$ cat config.mk
export PLATFORM = sky130hd
export DESIGN_NAME = f15_histo_rmw_flat
export DESIGN_NICKNAME = d
export VERILOG_FILES = /design/src/rtl/f15_histo_rmw_if.sv /design/src/rtl/f15_histo_rmw.sv /design/src/flat_wrapper.sv
export SDC_FILE = /design/constraint.sdc
export NUM_CORES = 1
export LEC_CHECK = 0
export CAP_MARGIN = 20
export CORE_ASPECT_RATIO = 0.6
export CORE_MARGIN = 4
export CORE_UTILIZATION = 50
export DETAILED_ROUTE_END_ITERATION = 10
export HOLD_SLACK_MARGIN = 0.05
export PLACE_DENSITY = 0.87
export SYNTH_ARGS = -nofsm -noshare
export SYNTH_HDL_FRONTEND = slang
export SYNTH_SLANG_ARGS = --single-unit
$ cat constraint.sdc
create_clock -name clk -period 3.65 [get_ports clk]
set_input_delay 0.73 -clock clk [delete_from_list [all_inputs] [get_ports clk]]
set_output_delay 0.73 -clock clk [all_outputs]
set_load 0.005 [all_outputs]
$ cat src/rtl/f15_histo_rmw_if.sv
// Update-beat handshake for the fosphor histogram read-modify-write controller.
//   in_addr  : cell to update
//   in_mode  : 0 = rise, 1 = decay
//   in_ena   : 0 = write the original value back unchanged
//   in_valid : beat valid (producer)
//   in_ready : beat accepted when in_valid & in_ready (controller)
// master = beat producer, slave = f15_histo_rmw.
interface f15_histo_rmw_if #(
  parameter int ADDR_WIDTH = 10
);
  logic [ADDR_WIDTH-1:0] in_addr;
  logic                  in_mode;
  logic                  in_ena;
  logic                  in_valid;
  logic                  in_ready;

  modport master (output in_addr, in_mode, in_ena, in_valid, input in_ready);
  modport slave  (input in_addr, in_mode, in_ena, in_valid, output in_ready);
endinterface

$ cat src/rtl/f15_histo_rmw.sv
// Read-modify-write controller for the fosphor histogram cell memory.
// A beat accepted at t reads its cell (1-cycle RAM), hands the value to
// f15_rise_decay at t+1 and writes rd_out_5 back to the same cell at t+6.
// Beats whose address is still in flight are stalled. The whole memory is
// zero-filled after reset and on clr_req, once the pipeline has drained.
// Ports:
//   clk, rst            clock, synchronous active-high reset
//   beat                update-beat handshake (slave side)
//   clr_req / clr_busy  clear request pulse / busy while draining or clearing
//   mem_rd_*            RAM read port (data valid one cycle after mem_rd_en)
//   mem_we, mem_wr_*    RAM write port
//   rd_in_0/mode_0/ena_0  to f15_rise_decay stage 0
//   rd_out_5            from f15_rise_decay stage 5
module f15_histo_rmw #(
  parameter int WIDTH      = 9,
  parameter int ADDR_WIDTH = 10
) (
  input  logic                  clk,
  input  logic                  rst,
  f15_histo_rmw_if.slave        beat,
  input  logic                  clr_req,
  output logic                  clr_busy,
  output logic                  mem_rd_en,
  output logic [ADDR_WIDTH-1:0] mem_rd_addr,
  input  logic [WIDTH-1:0]      mem_rd_data,
  output logic                  mem_we,
  output logic [ADDR_WIDTH-1:0] mem_wr_addr,
  output logic [WIDTH-1:0]      mem_wr_data,
  output logic [WIDTH-1:0]      rd_in_0,
  output logic                  rd_mode_0,
  output logic                  rd_ena_0,
  input  logic [WIDTH-1:0]      rd_out_5
);
  // Stage p1 is the rise/decay input cycle, p6 the writeback cycle.
  localparam int STAGES = 6;

  typedef enum logic [1:0] {RUN, DRAIN, CLEAR} state_t;

  state_t                state;
  logic [STAGES:1]       vld_pipe;
  logic [ADDR_WIDTH-1:0] addr_pipe [1:STAGES];
  logic [ADDR_WIDTH-1:0] clr_cnt;
  logic                  hazard;
  logic                  ready;
  logic                  accept;

  // The RAM is read-first, so a cell is safe to read again only once its
  // writeback stage has retired: compare against every live stage.
  always_comb begin
    hazard = 1'b0;
    for (int i = 1; i <= STAGES; i++)
      if (vld_pipe[i] && addr_pipe[i] == beat.in_addr) hazard = 1'b1;
    hazard = hazard & beat.in_valid;
  end

  // A clr_req cycle accepts nothing so the drain sees a stable pipeline.
  assign ready         = ~rst & (state == RUN) & ~clr_req & ~hazard;
  assign beat.in_ready = ready;
  assign accept        = beat.in_valid & ready;

  assign mem_rd_en   = accept;
  assign mem_rd_addr = accept ? beat.in_addr : '0;
  assign rd_in_0     = mem_rd_data;
  assign clr_busy    = (state != RUN);

  // The pipeline is empty whenever CLEAR is active, so the write port never
  // needs arbitration.
  always_comb begin
    mem_we      = 1'b0;
    mem_wr_addr = '0;
    mem_wr_data = '0;
    if (state == CLEAR) begin
      mem_we      = 1'b1;
      mem_wr_addr = clr_cnt;
    end else if (vld_pipe[STAGES]) begin
      mem_we      = 1'b1;
      mem_wr_addr = addr_pipe[STAGES];
      mem_wr_data = rd_out_5;
    end
  end

  always_ff @(posedge clk) begin
    if (rst) begin
      state     <= DRAIN;
      clr_cnt   <= '0;
      vld_pipe  <= '0;
      rd_mode_0 <= 1'b0;
      rd_ena_0  <= 1'b0;
      for (int i = 1; i <= STAGES; i++) addr_pipe[i] <= '0;
    end else begin
      vld_pipe     <= {vld_pipe[STAGES-1:1], accept};
      addr_pipe[1] <= accept ? beat.in_addr : '0;
      for (int i = 2; i <= STAGES; i++) addr_pipe[i] <= addr_pipe[i-1];
      rd_mode_0    <= accept & beat.in_mode;
      rd_ena_0     <= accept & beat.in_ena;

      case (state)
        RUN:   if (clr_req) state <= DRAIN;
        DRAIN: if (vld_pipe == '0) begin
                 state   <= CLEAR;
                 clr_cnt <= '0;
               end
        CLEAR: begin
                 clr_cnt <= clr_cnt + 1'b1;
                 if (&clr_cnt) state <= RUN;
               end
        default: state <= DRAIN;
      endcase
    end
  end
endmodule

$ cat src/flat_wrapper.sv
// flat-port wrapper written by rule: the top's interface ports become plain ports
module f15_histo_rmw_flat 
#(
  parameter int WIDTH      = 9,
  parameter int ADDR_WIDTH = 10
)
  (clk, rst, clr_req, clr_busy, mem_rd_en, mem_rd_addr, mem_rd_data, mem_we, mem_wr_addr, mem_wr_data, rd_in_0, rd_mode_0, rd_ena_0, rd_out_5, beat_in_addr, beat_in_mode, beat_in_ena, beat_in_valid, beat_in_ready);
  f15_histo_rmw_if #(.ADDR_WIDTH(ADDR_WIDTH)) beat_i ();
  input  logic clk;
  input  logic rst;
  input  logic clr_req;
  output logic clr_busy;
  output logic mem_rd_en;
  output logic [ADDR_WIDTH-1:0] mem_rd_addr;
  input  logic [WIDTH-1:0] mem_rd_data;
  output logic mem_we;
  output logic [ADDR_WIDTH-1:0] mem_wr_addr;
  output logic [WIDTH-1:0] mem_wr_data;
  output logic [WIDTH-1:0] rd_in_0;
  output logic rd_mode_0;
  output logic rd_ena_0;
  input  logic [WIDTH-1:0] rd_out_5;
  input wire logic [$bits(beat_i.in_addr)-1:0] beat_in_addr;
  input wire logic [$bits(beat_i.in_mode)-1:0] beat_in_mode;
  input wire logic [$bits(beat_i.in_ena)-1:0] beat_in_ena;
  input wire logic [$bits(beat_i.in_valid)-1:0] beat_in_valid;
  output wire logic [$bits(beat_i.in_ready)-1:0] beat_in_ready;
  assign beat_i.in_addr = beat_in_addr;
  assign beat_i.in_mode = beat_in_mode;
  assign beat_i.in_ena = beat_in_ena;
  assign beat_i.in_valid = beat_in_valid;
  assign beat_in_ready = beat_i.in_ready;
  f15_histo_rmw #(.WIDTH(WIDTH), .ADDR_WIDTH(ADDR_WIDTH)) u_core (.clk(clk), .rst(rst), .beat(beat_i), .clr_req(clr_req), .clr_busy(clr_busy), .mem_rd_en(mem_rd_en), .mem_rd_addr(mem_rd_addr), .mem_rd_data(mem_rd_data), .mem_we(mem_we), .mem_wr_addr(mem_wr_addr), .mem_wr_data(mem_wr_data), .rd_in_0(rd_in_0), .rd_mode_0(rd_mode_0), .rd_ena_0(rd_ena_0), .rd_out_5(rd_out_5));
endmodule
# ---- Word-level counts from Yosys, hierarchy flattened
# Memory sizes are Yosys's and may differ from the RTL's.
# Index checks and enable logic that the tools add are counted.
dict set report totals {
  register_bits 20
  latchBits 0
  ramBits 60
  romBits 0
  inputBits 34
  word_cells 75
  n_memories 1
}
# name depth word_bits rd rd_clocked_by_memory_dff write_ports line_no
set memory_table {}
lappend memory_table {u_core.addr_pipe 6 10 6 0 6 f15_histo_rmw.sv:41} ;# logic [ADDR_WIDTH-1:0] addr_pipe [1:STAGES];
dict set report classes {
  add_sub_neg 1
  mul 0
  div 0
  n_lt_le_gt_ge 0
  eq_ne 11
  n_shift 0
  muxes 28
  bitwise_logic 16
  n_reduce_logical 13
}
# op count
set op_table {}
lappend op_table {{10-bit 2-to-1 mux} 10}
lappend op_table {{10-bit equality test} 6}
lappend op_table {{10-bit case mux with 2 select lines} 1}
lappend op_table {{9-bit 2-to-1 mux} 2}
lappend op_table {{1-bit 2-to-1 mux} 11}
lappend op_table {{10-bit by 1-bit adder with 10-bit output (second input constant)} 1}
lappend op_table {{10-bit AND reduction} 1}
lappend op_table {{1-bit AND} 7}
lappend op_table {{1-bit logical AND} 6}
lappend op_table {{6-bit zero test} 1}
lappend op_table {{2-bit 2-to-1 mux} 3}
lappend op_table {{1-bit bitwise OR} 6}
lappend op_table {{2-bit case mux with 3 select lines} 1}
lappend op_table {{2-bit != test (second input constant)} 2}
lappend op_table {{2-bit nonzero test} 2}
lappend op_table {{1-bit inverter} 3}
lappend op_table {{3-bit AND reduction} 1}
lappend op_table {{2-bit by 1-bit equality test with 1-bit output (second input constant)} 1}
lappend op_table {{2-bit equality test (second input constant)} 1}
lappend op_table {{2-bit zero test} 1}
lappend op_table {{2-bit by 1-bit != test with 1-bit output (second input constant)} 1}
lappend op_table {{2-bit AND reduction} 1}

# ---- Depth between registers and ports, before layout
# Gate-level depths: netlist (run 1).
dict set report logic_depth {
  ltp_word 14
  ltp_mapped 9
}

# ---- Worst setup path before layout (run 1)
# Ideal clock, no wire load.
dict set report synth_path {
  path_type {input-to-output}
  from {input port beat_in_addr[6]}
  to {output port mem_rd_addr[0]}
  arrival_time_ps 2114
  path_slack_ps 806
  stages 8
  n_path_buf 3
  path_cell_list {buf_2 -> xnor2_1 -> nand4_1 -> o31ai_1 -> or3_1 -> clkbuf_1 -> clkbuf_1 -> nor3_1}
}
dict set report synth_via {
  elab_chain_len 13
}
# element line_no
set synth_lines {}
lappend synth_lines {{from (decl)} flat_wrapper.sv:23} ;# input wire logic [$bits(beat_i.in_addr)-1:0] beat_in_addr;
lappend synth_lines {{10-bit equality test} f15_histo_rmw.sv:52} ;# if (vld_pipe[i] && addr_pipe[i] == beat.in_addr) hazard = 1'b1;
lappend synth_lines {{1-bit logical AND} f15_histo_rmw.sv:52}
lappend synth_lines {{1-bit 2-to-1 mux (5 in a row)} f15_histo_rmw.sv:52}
lappend synth_lines {{1-bit 2-to-1 mux *} f15_histo_rmw.sv:52}
lappend synth_lines {{1-bit AND *} f15_histo_rmw.sv:53} ;# hazard = hazard & beat.in_valid;
lappend synth_lines {{1-bit inverter *} f15_histo_rmw.sv:57} ;# assign ready = ~rst & (state == RUN) & ~clr_req & ~hazard;
lappend synth_lines {{1-bit AND *} f15_histo_rmw.sv:57}
lappend synth_lines {{1-bit AND *} f15_histo_rmw.sv:59} ;# assign accept = beat.in_valid & ready;
lappend synth_lines {{10-bit 2-to-1 mux *} f15_histo_rmw.sv:62} ;# assign mem_rd_addr = accept ? beat.in_addr : '0;
lappend synth_lines {{to (decl)} flat_wrapper.sv:14} ;# output logic [ADDR_WIDTH-1:0] mem_rd_addr;
# Every way passes the cells marked *; elsewhere a longest branch is shown, timed or not.

# ---- Final worst setup path (run 1)
dict set report layout_path {
  from {input port beat_in_addr[7]}
  to {output port mem_rd_addr[7]}
}
dict set report layout_via {
  elab_chain_len 13
}
# element line_no
set layout_lines {}
lappend layout_lines {{10-bit equality test} f15_histo_rmw.sv:52}
lappend layout_lines {{1-bit logical AND} f15_histo_rmw.sv:52}
lappend layout_lines {{1-bit 2-to-1 mux (6 in a row)} f15_histo_rmw.sv:52}
lappend layout_lines {{1-bit AND} f15_histo_rmw.sv:53}
lappend layout_lines {{1-bit inverter} f15_histo_rmw.sv:57}
lappend layout_lines {{1-bit AND} f15_histo_rmw.sv:57}
lappend layout_lines {{1-bit AND} f15_histo_rmw.sv:59}
lappend layout_lines {{10-bit 2-to-1 mux *} f15_histo_rmw.sv:62}
# Marks and branches as above.

==> results of run 1 <==
## placed cells by master, fill, tap and decap left out, drive strengths merged, types with 2 or more instances in the layout
cell and n:
nand2 36, and2 9, nor2b 57, clkdlybuf4s50 46, nor3 29, clkbuf 11, nor4b 2, or3 3
buf 20, nand2b 2, o31ai 3, nor2 11, inv 5, a21oi 2, nand4 13, xnor2 67
dfxtp 80, bufinv 4, nor4 3, dlygate4sd2 12, nand3 9, o21ai 11, ha 5
## report_power, final
group	internal, W	switching [W]	total, W	leakage (nW)
clock network	0.000756	0.000338	0.00109	0.176
logic	0.000165	0.000206	0.000371	0.877
registers	0.000896	0.0000191	0.000915	0.645
total	0.00182	0.000563	0.00238	1.70
## area by class of cell
cell class                      count  share of cell area (%)
Clock buffer                       11                    5.14
Sequential cell                    80                    33.9
Tap cell                           87                    2.30
Clock inverter                      5                    2.70
Timing Repair Buffer               78                    17.6
Inverter                            5                   0.397
Multi-Input combinational cell    272                    38.0
## kinds of logic after synthesis
family                   synth area share (%)
AO/OA/AOI/OAI                            3.78
XOR/XNOR                                 16.3
adder cells (fa/ha/maj)                  1.74
buffers and inverters                    5.97
flip-flops                               44.4
multiplexers                            0.278
AND/OR/NAND/NOR                          27.5
## per-stage QoR
stage	hold WS, ns	TNS, ns	instances	setup slack, ns	utilization (%)
2_1_floorplan	0.459	0	395	0.806	-
3_3_place_gp	0.466	-0.216	522	-0.0279	63.9
6_report	0.475	0	538	0.123	69.3
4_1_cts	0.479	0	538	0.133	69.3
3_5_place_dp	0.471	-0.819	522	-0.143	63.9
5_1_grt	0.490	0	538	0.0403	69.3
## worst max-delay path: stages
cell and delay (ns):
clkdlybuf4s50_1 0.44, buf_12 0.16, xnor2_1 0.15, nand4_1 0.13
o31ai_1 0.08, or3_1 0.40, buf_6 0.17, nor3_1 0.24
dlygate4sd2_1 0.29
## sequential cells by signal (all words and copies together) (netlist names)
| name | flops |
|---|---|
| u_core.rd_mode_0 | 1 |
| u_core.rd_ena_0 | 1 |
| u_core.vld_pipe | 6 |
| u_core.addr_pipe | 60 |
| u_core.state | 2 |
| u_core.clr_cnt | 10 |
## how the worst max path moves through the flow
stage | slack, ns | endpoint | cells after the start
2_1_floorplan | 0.81 | mem_rd_addr[0] | 8
3_3_place_gp | -0.03 | mem_rd_addr[4] | 9
3_5_place_dp | -0.14 | mem_rd_addr[7] | 9
4_1_cts | 0.13 | mem_rd_addr[7] | 9
5_1_grt | 0.04 | mem_rd_addr[7] | 9
6_report | 0.12 | mem_rd_addr[7] | 9
## timing repair
action / CTS / global route
endpoints found under the hold margin: 0 / 0
endpoints found under the setup margin: 12 / 0
setup buffers: 0 / 0
resized for setup: 15 / 0
## routing by layer
metal,part of all wire (%),vias up,track usage (%)
li1,-,1372,-
met1,44,1383,27.8
met2,46,116,35.5
met3,8.1,22,8.00
met4,1.5,0,5.45
met5,0,-,0
==> results.toml, run 1 <==
[run_status]
status = "complete, no violations"

[logic_synthesis]
ys.warnings.count = 0
netlist_instances = 395
syn_area_sq_um = 3600
yosys.area.top_type = "dfxtp_1"
synth_seq_cells = 80
synthTopCellsByArea = "dfxtp_1 (44%), xnor2_1 (16%), nor2b_1 (9.9%)"
synth_flop_cell = "dfxtp_1"
syn_area_per_cell_sq_um = 9.12
synth_top_area_share_pct = 44.4
synth.distinct_cells = 34
synth_seq_area_share_pct = 44.4
synth_edf_count = 0
yosysMostFrequentCell = "dfxtp_1"
netlist_top_cells_count = "dfxtp_1 (80), xnor2_1 (67), nor2b_1 (57), nand2_1 (36), nor3_1 (29)"
async_reset_ff_share_pct = 0
synth.net_count = 434

[power]
finalPower_w = 0.00238
powerDensity_nw_per_um2 = 504
peakVddDrop_mv = 0.266
p_leak_nw = 1.70

[clocking]
clock_sinks = 80
cts_buffers = 9
clock_latency_ns = 0.33
clockRootBuffer = "clkbuf_16"
clk_pin_slew_ns = 0.06
holdBufCountCts = 0
clockBufferDepth = 2
cts_max_level = 3
cts_tree = "built"

[run]
drv_cap = 0

[final_layout]
fill_cells = 472
syn_to_final_growth_pct = 31.1
n_antenna_cell = 0
drive_above_1_share_pct = 9.31
final_area_sq_um = 4730
multi_input_area_sq_um = 1800
area.sequential_sq_um = 1600
nets = 485

[critical_path]
crit_required_ns = 2.92
cp_max_fo = 16
reg2reg_setup_slack_ns = 1.37
cp-end-kind = "output pin"
setup.worst_path.start = "beat_in_addr[7]"
reg2reg_to = "u_core.clr_cnt[8]$_SDFFE_PP0P_"
cp_data_arrival_time_ns = 2.80
r2r_cells = 5
start_kind = "input pin"
rr_startpoint = "u_core.vld_pipe[1]$_SDFF_PP0_"
critical_path_class = "input pin to output pin"

[floorplan]
start_util_pct = 52.8
die-area_sq_um = 8670
ios = 78
die_w_um = 118
coreArea_sq_um = 6820
rows = 23
die_h_um = 73.8

[sta]
final-setup-viol-count = 0
slew_headroom_pct = 58.6
slew_viol_final = 0
period_share_pct = 96.6
period_minus_slack_ns = 3.53
tightest_slew_ns = 0.622
fin_skew_ns = 0.00371
hold_violations = 0
grt_setup_unrepaired = "no"
max_freq_ghz = 0.284

[placement]
hpwl_mm = 6.30
placed_area_sq_um = 4360
portBuffers = 59
gp_congestion = 0.922

[routing]
num_vias = 2893
wire_per_inst_um = 16.8
dr.pass1.iters = 5
drc = 0
antenna_left = 0
avgViaCountPerCell = 5.38
first_iter_violations = 230
wl_mm = 9.02

[hold_path]
worstHoldPathType = "register to register"
holdPathStages = 1
holdCritStartpoint = "u_core.addr_pipe[5][1]$_SDFF_PP0_"
hold_end = "u_core.addr_pipe[6][1]$_SDFF_PP0_"

[grt]
antenna_found_initial = 0
grt_max_degree = 63
grt_pass1_vias = 2813
overflow = 0
track_usage_pct = 21.8
grt_pass1_wl_mm = 14.6
(Power assumes the default switching activity.)
==> run 2, diff against run 1 <==
--- a/config.mk
+++ b/config.mk
@@ -11,7 +11,7 @@
 export CORE_UTILIZATION = 50
 export DETAILED_ROUTE_END_ITERATION = 10
 export HOLD_SLACK_MARGIN = 0.05
-export PLACE_DENSITY = 0.87
+export PLACE_DENSITY = 0.79
 export SYNTH_ARGS = -nofsm -noshare
 export SYNTH_HDL_FRONTEND = slang
 export SYNTH_SLANG_ARGS = --single-unit
==> run 2 against run 1 <==
- maximum frequency increased by 1.7%
- largest power group is now registers
- via count decreased by 3.7%
- core utilization decreased by 1.2 points
- critical path type unchanged
- final area decreased by 1.7%
==> results.toml, run 2 (synthesis results as in run 1) <==
[routing]
first_iter_violations = 161
avgViaCountPerCell = 5.17
drc = 0
dr_wl_met3_um = 586
dr.pass1.iters = 5
antenna_left = 0
wl_met1_mm = 4.13
top_layer_used = "met4"
wl_mm = 8.45
dr_wl_met2_mm = 3.66
num_vias = 2786
wire_per_inst_um = 15.7

[sta]
grt_setup_unrepaired = "no"
tns_ns = 0
whs_ns = 0.473
max_freq_ghz = 0.288
period_minus_slack_ns = 3.47
hold_violations = 0
fin_skew_ns = 0.00642
tightest_slew_ns = 0.829
period_share_pct = 95.0
slew_headroom_pct = 44.8
slew_viol_final = 0
final-setup-viol-count = 0

[power]
finalPower_w = 0.00214
peakVddDrop_mv = 0.340
p_int_w = 0.00159
clkPwrFrac_pct = 40.2
p_leak_nw = 1.67
pwr-share-comb_pct = 17.1
p_sw_share_pct = 25.8
seqPwrFrac_pct = 42.8
switching_power_w = 0.000551
powerDensity_nw_per_um2 = 460

[final_layout]
final_cell_mix = "dfxtp_1 (80), xnor2_1 (67), nor2b_1 (57)"
n_antenna_cell = 0
top_register = "u_core.addr_pipe"
layout_commonest_cell = "dfxtp_1"
finalNonFillerCells = 539
drive_above_1_share_pct = 8.63
largest_reg_flops = 60
syn_to_final_growth_pct = 29.0
nets = 486
top_regs = "u_core.addr_pipe x60, u_core.clr_cnt x10, u_core.vld_pipe x6"

[placement]
gp_congestion = 0.839
hpwl_mm = 6.35
portBuffers = 59
dp_cells = 523

[clocking]
clock_latency_ns = 0.34
clk_pin_slew_ns = 0.06
cts_buffers = 9
cts_max_level = 3
clockBufferDepth = 2
clockRootBuffer = "clkbuf_16"
clock_sinks = 80
cts.repair.resized = 13
cts_tree = "built"
holdBufCountCts = 0
postCtsSetupBuffers = 0

[run]
drv_cap = 0

[hold_path]
worstHoldPathType = "register to register"
holdPathStages = 1

[floorplan]
start_util_pct = 52.8
die_w_um = 118
die_h_um = 73.8
ios = 78
die-area_sq_um = 8670
rows = 23
coreArea_sq_um = 6820

[grt]
grt_pass1_vias = 2739
overflow = 0
track_usage_pct = 20.2
grt_max_degree = 63
grt_pass1_wl_mm = 13.7
antenna_found_initial = 0

[critical_path]
cp-end-kind = "output pin"
critical_path_class = "input pin to output pin"
crit_required_ns = 2.92
cp_max_fo = 15
r2r_cells = 7
start_kind = "input pin"
cp_data_arrival_time_ns = 2.74

[run_status]
status = "complete, no violations"
[run 2: final cells by class]
| cell class | instances | area [sq um] |
|---|---|---|
| fill | 538 | 2170 |
| multi-input combinational | 272 | 1790 |
| clock buffer | 12 | 236 |
| tap | 87 | 109 |
| timing repair buffer | 79 | 850 |
| inverter | 5 | 18.8 |
| sequential | 80 | 1600 |
| clock inverter | 4 | 45.0 |
[run 2: per-layer routing]
metal | track usage [%] | up-vias
met5 | 0 | -
met4 | 5.58 | 0
met3 | 7.77 | 11
met2 | 30.8 | 78
met1 | 27.0 | 1318
li1 | - | 1379
[run 2: worst paths after layout]
kind	to	slack (ns)	from
setup reg to reg	u_core.clr_cnt[8]$_SDFFE_PP0P_	1.30	u_core.state[0]$_SDFFE_PP1P_
hold / removal	u_core.addr_pipe[6][8]$_SDFF_PP0_	0.47	u_core.addr_pipe[5][8]$_SDFF_PP0_
setup / recovery	mem_rd_addr[7]	0.18	beat_in_addr[3]
hold reg to reg	u_core.addr_pipe[6][8]$_SDFF_PP0_	0.47	u_core.addr_pipe[5][8]$_SDFF_PP0_
[run 2: worst max-delay path, stage by stage]
cell and delay, ns:
clkdlybuf4s50_1 0.44, buf_12 0.16, xnor2_1 0.14, nand4_1 0.17, nor3_1 0.09, or3_1 0.35, buf_4 0.20, nor3_1 0.18
dlygate4sd2_1 0.28
[run 2: metrics by stage]
stage          utilization (%)  cell area (sq um)  setup WS [ns]
6_report                  68.1               4650          0.183
4_1_cts                   68.1               4650          0.172
5_1_grt                   68.1               4650         0.0478
3_5_place_dp              64.2               4380         -0.147
2_1_floorplan                -               3600          0.806
3_3_place_gp              64.2               4380        -0.0359
[run 2: power groups by stage]
stage | logic [W] | registers [W] | clock network (W)
final | 0.000365 | 0.000915 | 0.000859
after global routing | 0.000398 | 0.000917 | 0.000900
after CTS | 0.000365 | 0.000915 | 0.000868
after detailed placement | 0.000367 | 0.000934 | 0
after global placement | 0.000358 | 0.000932 | 0
after floorplan | 0.000251 | 0.000929 | 0
==> run 3, diff against run 2 <==
--- a/config.mk
+++ b/config.mk
@@ -9,6 +9,7 @@
 export CORE_ASPECT_RATIO = 0.6
 export CORE_MARGIN = 4
 export CORE_UTILIZATION = 50
+export CTS_BUF_LIST = sky130_fd_sc_hd__clkbuf_8
 export DETAILED_ROUTE_END_ITERATION = 10
 export HOLD_SLACK_MARGIN = 0.05
 export PLACE_DENSITY = 0.79
==> run 3 against run 2 <==
- first-iteration DRC count grew 18%
- die area is the same
- worst hold slack gained 0.0023 ns
- register-to-register slack is essentially flat
- sequential power is essentially flat
- core utilization shrank 1.5 points
- maximum frequency shrank 0.63%
==> results.toml, run 3 (synthesis results as in run 1) <==
[run_status]
status = "complete, no violations"

[hold_path]
hold_end = "u_core.addr_pipe[6][8]$_SDFF_PP0_"
worstHoldPathType = "register to register"
holdCritStartpoint = "u_core.addr_pipe[5][8]$_SDFF_PP0_"
holdPathStages = 1

[clocking]
cts_buffers = 9
cts_max_level = 3
clockBufferDepth = 2
cts_tree = "built"
clock_sinks = 80
clock_latency_ns = 0.35
clk_pin_slew_ns = 0.07
clockRootBuffer = "clkbuf_8"

[placement]
portBuffers = 59
gp_congestion = 0.839
hpwl_mm = 6.35
placed_area_sq_um = 4380
dp_cells = 523

[critical_path]
cp_max_fo = 16
reg2reg_setup_slack_ns = 1.30
crit_required_ns = 2.92
rr_startpoint = "u_core.state[0]$_SDFFE_PP1P_"
start_kind = "input pin"
critical_path_class = "input pin to output pin"
reg2reg_to = "u_core.clr_cnt[8]$_SDFFE_PP0P_"
cp-end-kind = "output pin"
r2r_cells = 7
cp_data_arrival_time_ns = 2.76

[final_layout]
layout_commonest_cell = "dfxtp_1"
n_antenna_cell = 0
top_register = "u_core.addr_pipe"
drive_above_1_share_pct = 8.63
nets = 486
final_area_sq_um = 4550
syn_to_final_growth_pct = 26.1
finalNonFillerCells = 539
largest_reg_flops = 60
fill_cells = 556
top_regs = "u_core.addr_pipe x60, u_core.clr_cnt x10, u_core.vld_pipe x6"
final_cell_mix = "dfxtp_1 (80), xnor2_1 (67), nor2b_1 (57)"

[sta]
period_minus_slack_ns = 3.49
whs_ns = 0.476
hold_violations = 0
tightest_slew_ns = 0.817
slew_viol_final = 0
final-setup-viol-count = 0
slew_headroom_pct = 45.5
fin_skew_ns = 0.00811
max_freq_ghz = 0.287
grt_setup_unrepaired = "no"
period_share_pct = 95.6

[grt]
grt_pass1_vias = 2729
grt_max_degree = 63
antenna_found_initial = 0
track_usage_pct = 19.9
overflow = 0
grt_pass1_wl_mm = 13.6

[floorplan]
die_w_um = 118
start_util_pct = 52.8
die_h_um = 73.8
ios = 78
coreArea_sq_um = 6820
rows = 23
die-area_sq_um = 8670

[routing]
wire_per_inst_um = 15.4
first_iter_violations = 190
avgViaCountPerCell = 5.14
dr.pass1.iters = 4
num_vias = 2771
wl_mm = 8.31
antenna_left = 0
drc = 0

[power]
peakVddDrop_mv = 0.285
p_leak_nw = 1.64
powerDensity_nw_per_um2 = 414

[run]
drv_cap = 0
[run 3: cell type report]
class,instances,area (sq um),share of cell area (%)
multi-input cells,272,1790,39.3
flip-flops and latches,80,1600,35.2
repair buffers,79,850,18.7
clock buffers,9,124,2.73
well taps,87,109,2.39
clock inverters,7,56.3,1.24
inverters,5,18.8,0.413
[run 3: power breakdown]
group          total, W  switching, W  internal [W]  leakage, nW
clock          0.000604      0.000299      0.000305        0.107
combinational  0.000364      0.000199      0.000165        0.889
sequential     0.000914     0.0000188      0.000895        0.645
total           0.00188      0.000516       0.00137         1.64
[run 3: stage by stage]
stage	total power, W	TNS (ns)	util [%]	setup WS [ns]
final	0.00188	0	66.6	0.161
after CTS	0.00190	0	66.6	0.172
after detailed placement	0.00130	-1.18	64.2	-0.147
after floorplan	0.00118	0	-	0.806
after global placement	0.00129	-0.349	64.2	-0.0359
after global routing	0.00196	0	66.6	0.0685
[run 3: metal layers]
layer  GRT usage [%]  part of all wire [%]
met1            27.5                    48
met2            30.7                    44
met3            5.46                   6.9
met4            6.23                   1.1
met5               0                     0
[run 3: repair_timing]
action                                 CTS  global route
endpoints found under the hold margin    0             0
hold buffers                             0             0
gates resized for setup                 13             0
setup buffers                            0             0
setup endpoints to repair               12             0
[run 3: worst max-delay path, cell delays in order]
cell,delay (ns)
clkdlybuf4s50_1,0.44
buf_12,0.16
xnor2_1,0.12
nand4_1,0.17
o31ai_1,0.11
or3_1,0.39
buf_6,0.16
nor3_1,0.19
dlygate4sd2_1,0.27
[run 3: how the worst max path moves through the flow]
stage               cells past startpoint        endpoint            start
finish                                  9  mem_rd_addr[7]  beat_in_addr[9]
global route                            9  mem_rd_addr[8]  beat_in_addr[8]
CTS                                     9  mem_rd_addr[7]  beat_in_addr[9]
detailed placement                      9  mem_rd_addr[7]  beat_in_addr[6]
global placement                        9  mem_rd_addr[0]  beat_in_addr[6]
floorplan                               8  mem_rd_addr[0]  beat_in_addr[6]
